$ cat src/rtl/serial_subtractor.sv
// Multi-cycle subtractor: a - b - borrow_in over WIDTH bits, BITS_PER_CYCLE bits per clock,
// with a registered borrow between slices and a start/busy/done handshake.
module serial_subtractor #(
  parameter int WIDTH          = 8,
  parameter int BITS_PER_CYCLE = 1
) (
  input  logic             clk,
  input  logic             rst_n,
  input  logic             start,
  input  logic [WIDTH-1:0] a,
  input  logic [WIDTH-1:0] b,
  input  logic             borrow_in,
  output logic             busy,
  output logic             done,
  output logic [WIDTH-1:0] diff,
  output logic             borrow,
  output logic             overflow,
  output logic             zero
);

  localparam int STEPS = WIDTH / BITS_PER_CYCLE;
  localparam int CNT_W = (STEPS > 1) ? $clog2(STEPS) : 1;
  localparam logic [CNT_W-1:0] LAST = CNT_W'(STEPS - 1);

  generate
    if (WIDTH < 2 || (WIDTH % BITS_PER_CYCLE) != 0) begin : g_bad_param
      $error("serial_subtractor: WIDTH must be >= 2 and a multiple of BITS_PER_CYCLE");
    end
  endgenerate

  typedef enum logic {IDLE, RUN} state_t;

  state_t                    state, state_next;
  logic                      accept, last_step;
  logic [WIDTH-1:0]          a_sh, b_sh, res_sh, res_next;
  logic [BITS_PER_CYCLE-1:0] slice;
  logic                      brw, brw_next, b_chain;
  logic                      a_msb, b_msb;
  logic [CNT_W-1:0]          cnt;

  always_ff @(posedge clk or negedge rst_n) begin
    if (!rst_n) state <= IDLE;
    else        state <= state_next;
  end

  always_comb begin
    state_next = state;
    busy       = 1'b0;
    accept     = 1'b0;
    last_step  = 1'b0;
    case (state)
      IDLE: begin
        accept = start;
        if (start) state_next = RUN;
      end
      RUN: begin
        busy      = 1'b1;
        last_step = (cnt == LAST);
        if (last_step) state_next = IDLE;
      end
      default: state_next = IDLE;
    endcase
  end

  // Full-subtractor chain across one slice; the result slice enters the result register from the top.
  always_comb begin
    slice   = '0;
    b_chain = brw;
    for (int i = 0; i < BITS_PER_CYCLE; i++) begin
      slice[i] = a_sh[i] ^ b_sh[i] ^ b_chain;
      b_chain  = (~a_sh[i] & (b_sh[i] | b_chain)) | (b_sh[i] & b_chain);
    end
    brw_next = b_chain;
    res_next = (res_sh >> BITS_PER_CYCLE) | (WIDTH'(slice) << (WIDTH - BITS_PER_CYCLE));
  end

  always_ff @(posedge clk or negedge rst_n) begin
    if (!rst_n) begin
      a_sh     <= '0;
      b_sh     <= '0;
      res_sh   <= '0;
      brw      <= 1'b0;
      a_msb    <= 1'b0;
      b_msb    <= 1'b0;
      cnt      <= '0;
      done     <= 1'b0;
      diff     <= '0;
      borrow   <= 1'b0;
      overflow <= 1'b0;
      zero     <= 1'b0;
    end else begin
      done <= 1'b0;
      if (accept) begin
        a_sh  <= a;
        b_sh  <= b;
        brw   <= borrow_in;
        a_msb <= a[WIDTH-1];
        b_msb <= b[WIDTH-1];
        cnt   <= '0;
      end else if (state == RUN) begin
        a_sh   <= a_sh >> BITS_PER_CYCLE;
        b_sh   <= b_sh >> BITS_PER_CYCLE;
        res_sh <= res_next;
        brw    <= brw_next;
        cnt    <= cnt + 1'b1;
        // Results only move on completion, so they hold steady while the next operation runs.
        if (last_step) begin
          diff     <= res_next;
          borrow   <= brw_next;
          overflow <= (a_msb != b_msb) && (res_next[WIDTH-1] != a_msb);
          zero     <= (res_next == '0);
          done     <= 1'b1;
        end
      end
    end
  end

endmodule

$ cat config.mk
export PLATFORM = sky130hd
export DESIGN_NAME = serial_subtractor
export DESIGN_NICKNAME = d
export VERILOG_FILES = /design/src/rtl/serial_subtractor.sv
export SDC_FILE = /design/constraint.sdc
export NUM_CORES = 1
export LEC_CHECK = 0
export ABC_CLOCK_PERIOD_IN_PS = 1550
export BUFFER_PORTS_ARGS = -buffer_cell sky130_fd_sc_hd__buf_2
export CAP_MARGIN = 10
export CORE_UTILIZATION = 49
export DETAILED_ROUTE_END_ITERATION = 8
export PLACE_DENSITY = 0.86
export SYNTH_ARGS = -nofsm -noshare
export SYNTH_HDL_FRONTEND = slang
export SYNTH_SLANG_ARGS = --single-unit
$ cat constraint.sdc
create_clock -name clk -period 1.55 [get_ports clk]
set_input_delay 0.2325 -clock clk [delete_from_list [all_inputs] [get_ports clk]]
set_output_delay 0.2325 -clock clk [all_outputs]
set_load 0.03 [all_outputs]
==> impl_metrics.prom <==
# TYPE chip_impl_metric gauge
chip_impl_info{name="crit_chain",value="fa_1 > or3b_4 > a31oi_1"} 1
chip_impl_metric{name="initial_core_util",unit="%"} 52.3
chip_impl_info{name="netlist.top_cell.by_area",value="dfrtp_1"} 1
chip_impl_metric{name="synth.lib_cells_used.distinct",unit=""} 25
chip_impl_metric{name="layout_min_cycle_time",unit="ns"} 1.56
chip_impl_metric{name="grt-ovfl-total",unit=""} 0
chip_impl_info{name="critical-path-slowest-cell",value="fa_1"} 1
chip_impl_metric{name="vdd_ir_drop_max",unit="V"} 0.00120
chip_impl_metric{name="synthDominantCellAreaShare",unit="%"} 58.8
chip_impl_metric{name="wl_per_cell",unit="µm"} 14.1
chip_impl_metric{name="max_freq",unit="MHz"} 643
chip_impl_metric{name="antenna-diode-count",unit=""} 0
chip_impl_metric{name="synth.cell_area",unit="µm²"} 1790
chip_impl_metric{name="final_layout_size_suffix_gt1_share",unit="%"} 38.9
chip_impl_metric{name="seq_area_frac_synth",unit="%"} 58.8
chip_impl_metric{name="die_area",unit="µm²"} 3890
chip_impl_metric{name="place_hpwl",unit="µm"} 2330
chip_impl_metric{name="finClkSkew",unit="ns"} 0.00749
chip_impl_metric{name="synth_fp_nets",unit=""} 162
chip_impl_metric{name="maximum_number_of_pins_on_one_net_before_global_route_repair",unit=""} 34
chip_impl_metric{name="finish.utilization",unit="%"} 62.2
chip_impl_metric{name="first_pass_iters",unit=""} 3
chip_impl_info{name="netlist_top_cells_area",value="dfrtp_1, mux2_2, mux2i_1, o21ai_0, nand2_1"} 1
chip_impl_metric{name="synth_xor_area_share",unit="%"} 0
chip_impl_metric{name="core",unit="µm²"} 3420
chip_impl_metric{name="track_usage",unit="%"} 18.8
chip_impl_metric{name="internal-power",unit="mW"} 2.64
chip_impl_metric{name="place.gp.congestion",unit=""} 0.810
chip_impl_metric{name="via_per_inst",unit=""} 5.04
chip_impl_info{name="synth_top_family_by_area",value="multiplexers"} 1
chip_impl_metric{name="final_min_period_over_clock_period",unit="%"} 100
chip_impl_metric{name="cts.sink_count",unit=""} 42
chip_impl_info{name="setup.worst_path.end_class",value="flop"} 1
chip_impl_metric{name="nets",unit=""} 202
chip_impl_metric{name="synth.area.mux_share",unit="%"} 20.8
chip_impl_metric{name="worst_ep_required_time",unit="ns"} 1.82
chip_impl_metric{name="clock_latency",unit="ns"} 0.34
chip_impl_info{name="tritoncts_clock_tree",value="done"} 1
chip_impl_metric{name="grt_first_pass_wirelength",unit="µm"} 5580
chip_impl_metric{name="die_width",unit="µm"} 62.4
chip_impl_info{name="setup_repair_after_global_routing_missed_its_margin",value="yes"} 1
chip_impl_metric{name="leakage",unit="nW"} 1.05
chip_impl_info{name="worstSetupStartpointType",value="flop"} 1
chip_impl_metric{name="synth-adder-area-share",unit="%"} 2.52
chip_impl_metric{name="setup_viol_count_final",unit=""} 1
chip_impl_info{name="final_common_cell",value="dfrtp_1"} 1
chip_impl_metric{name="max-clock-path-buffers",unit=""} 2
chip_impl_metric{name="timing.critical_path.arrival",unit="ns"} 1.83
chip_impl_metric{name="maxSlewViolCount",unit=""} 0
chip_impl_metric{name="drv_cap",unit=""} 0
chip_impl_metric{name="syn-instance-count",unit=""} 139
chip_impl_metric{name="totalWireLength",unit="µm"} 3180
chip_impl_info{name="critPathKind",value="flop to flop"} 1
chip_impl_metric{name="final-hold-violation-count",unit=""} 0
chip_impl_info{name="failing_checks",value="setup timing"} 1
chip_impl_metric{name="finalInstanceArea",unit="µm²"} 2130
chip_impl_metric{name="number_of_warnings_issued_by_yosys",unit=""} 0
chip_impl_metric{name="clock_tree.htree_level_count",unit=""} 2
chip_impl_metric{name="flops_latches_synth",unit=""} 42
chip_impl_metric{name="fill_cells",unit=""} 283
chip_impl_info{name="layout_common_cells",value="dfrtp_1, buf_2, mux2i_1"} 1
chip_impl_metric{name="clk_transition_reported_paths",unit="ns"} 0.11
chip_impl_metric{name="cts-buffers-inserted",unit=""} 5
chip_impl_metric{name="power.share.combinational",unit="%"} 40.9
chip_impl_metric{name="std_cell_rows",unit=""} 21
chip_impl_metric{name="setup-tns-final",unit="ns"} -0.00509
chip_impl_metric{name="remaining_drc_errors",unit=""} 0
chip_impl_info{name="min-delay-path-class",value="primary input to flop"} 1
chip_impl_info{name="run_status",value="finished with violations"} 1
chip_impl_metric{name="max_slew.worst_pin.slew",unit="ns"} 0.456
chip_impl_metric{name="power.share.switching",unit="%"} 37.5
chip_impl_metric{name="timing.max_slew.rel_slack",unit="%"} 69.6
chip_impl_metric{name="placedInstanceArea",unit="µm²"} 2010
chip_impl_metric{name="port_buffers",unit=""} 32
chip_impl_metric{name="synth_area_per_cell",unit="µm²"} 12.9
chip_impl_metric{name="via_count",unit=""} 1139
chip_impl_metric{name="drt_iter0_drc",unit=""} 41
chip_impl_metric{name="postLayoutSetupSlackWorst",unit="ns"} -0.00509
chip_impl_metric{name="area_delta_synth_final",unit="%"} 19.0
chip_impl_metric{name="grt_antenna_before_repair",unit=""} 0
chip_impl_metric{name="crit_path_max_incr_delay",unit="ns"} 0.52
chip_impl_metric{name="vias_in_the_first_global_route",unit=""} 1145
chip_impl_metric{name="layout.area.seq",unit="µm²"} 1050
chip_impl_metric{name="antenna_violating_nets_left",unit=""} 0
chip_impl_metric{name="clock_power_share",unit="%"} 13.1
chip_impl_metric{name="seq_power_share",unit="%"} 46.0
chip_impl_metric{name="critical_path.max_fanout",unit=""} 2
chip_impl_metric{name="synth_compound_gate_area_share",unit="%"} 7.42
chip_impl_metric{name="ioPinCount",unit=""} 33
chip_impl_info{name="clock-root-buffer",value="clkbuf_4"} 1
chip_impl_metric{name="multiInputGateArea",unit="µm²"} 691
chip_impl_metric{name="p_per_area",unit="nW/µm²"} 1980
chip_impl_metric{name="total_switching_power",unit="mW"} 1.58
chip_impl_metric{name="basic_gate_share_of_the_synthesized_area_counting_and_or_nand_and_nor_cells",unit="%"} 6.51
chip_impl_metric{name="die_y",unit="µm"} 62.4
## power by group through the flow
stage | logic [mW] | registers [mW] | clock network, mW
global route | 1.89 | 2.00 | 0.624
detailed placement | 1.64 | 1.93 | 0
floorplan | 0.904 | 2.13 | 0
finish | 1.73 | 1.94 | 0.552
CTS | 1.69 | 1.92 | 0.570
global placement | 1.57 | 1.88 | 0
## metrics by stage
step           std cells  setup WS (ns)  hold slack, ns  total power [mW]
3_5_place_dp         216        -0.0463           0.205              3.57
2_1_floorplan        139        0.00312         -0.0631              3.03
4_1_cts              225       -0.00601           0.125              4.18
6_report             226       -0.00509           0.137              4.22
5_1_grt              226        -0.0454           0.113              4.51
3_3_place_gp         216         0.0292           0.199              3.46
## cells by family after synthesis
| logic type | count (synthesis) |
|---|---|
| simple gates | 25 |
| flops | 42 |
| buf+inv | 11 |
| compound gates | 23 |
| fa+ha+maj | 3 |
| mux | 35 |
## cell usage after synthesis (all sizes together)
master,count
a21oi,2
nor2,4
a21boi,1
mux2,17
ha,2
a31oi,1
clkbuf,1
a22o,2
nor4b,1
mux2i,18
a31o,1
a21o,1
dfrtp,42
fa,1
nand3b,1
o21ai,15
buf,6
inv,4
or3b,1
and2b,1
nor4,1
nand2,16
## what timing repair did
action | 4_1_cts | 5_1_grt
endpoints found under the setup margin | 11 | 8
hold buffers | 1 | 0
resized for setup | 6 | 6
hold endpoints to repair | 19 | 0
setup buffers | 0 | 1
pin swaps | 3 | 1
## final cells by class
type | count | area share, %
Inverter | 4 | 0.706
Clock inverter | 1 | 0.235
Clock buffer | 7 | 2.59
Multi-Input combinational cell | 86 | 32.5
Timing Repair Buffer | 40 | 11.8
Sequential cell | 42 | 49.5
Tap cell | 46 | 2.71
## path summary, 6_finish.rpt
path	from	depth (start not counted)	slack (ns)	endpoint
max in group asynchronous	rst_n	3	0.72	a_sh[4]$_DFFE_PN0P_
worst min-delay path	a[7]	2	0.14	a_msb$_DFFE_PN0P_
worst min register to register	a_sh[5]$_DFFE_PN0P_	2	0.50	a_sh[4]$_DFFE_PN0P_
worst max-delay path	b_sh[0]$_DFFE_PN0P_	3	-0.005	overflow$_DFFE_PN0P_
worst max register to register	b_sh[0]$_DFFE_PN0P_	3	-0.005	overflow$_DFFE_PN0P_
min in group asynchronous	rst_n	2	0.37	cnt[1]$_DFFE_PN0P_
## routing by layer
metal  vias up  routed length [µm]  track usage, %
met5         -                   0               0
met4         0                  40            4.36
met3         5                 184            6.20
met2        31                1510            29.5
met1       543                1440            25.6
li1        560                   -               -
## critical path: cells and delay by family, from the launching register on
| kind | cells | cell delay [ns] |
|---|---|---|
| AND/OR/NAND/NOR | 1 | 0.38 |
| flip-flops | 1 | 0.42 |
| AO/OA/AOI/OAI | 1 | 0.17 |
| adder cells (fa/ha/maj) | 1 | 0.52 |
## registers in the layout, indices dropped and copies added, names as in the netlist
register / cells
diff: 8
overflow: 1
borrow: 1
done: 1
a_msb: 1
b_sh: 8
res_sh: 7
b_msb: 1
cnt: 3
state: 1
a_sh: 8
brw: 1
zero: 1
No activity file was read; power rests on OpenSTA's default activity.
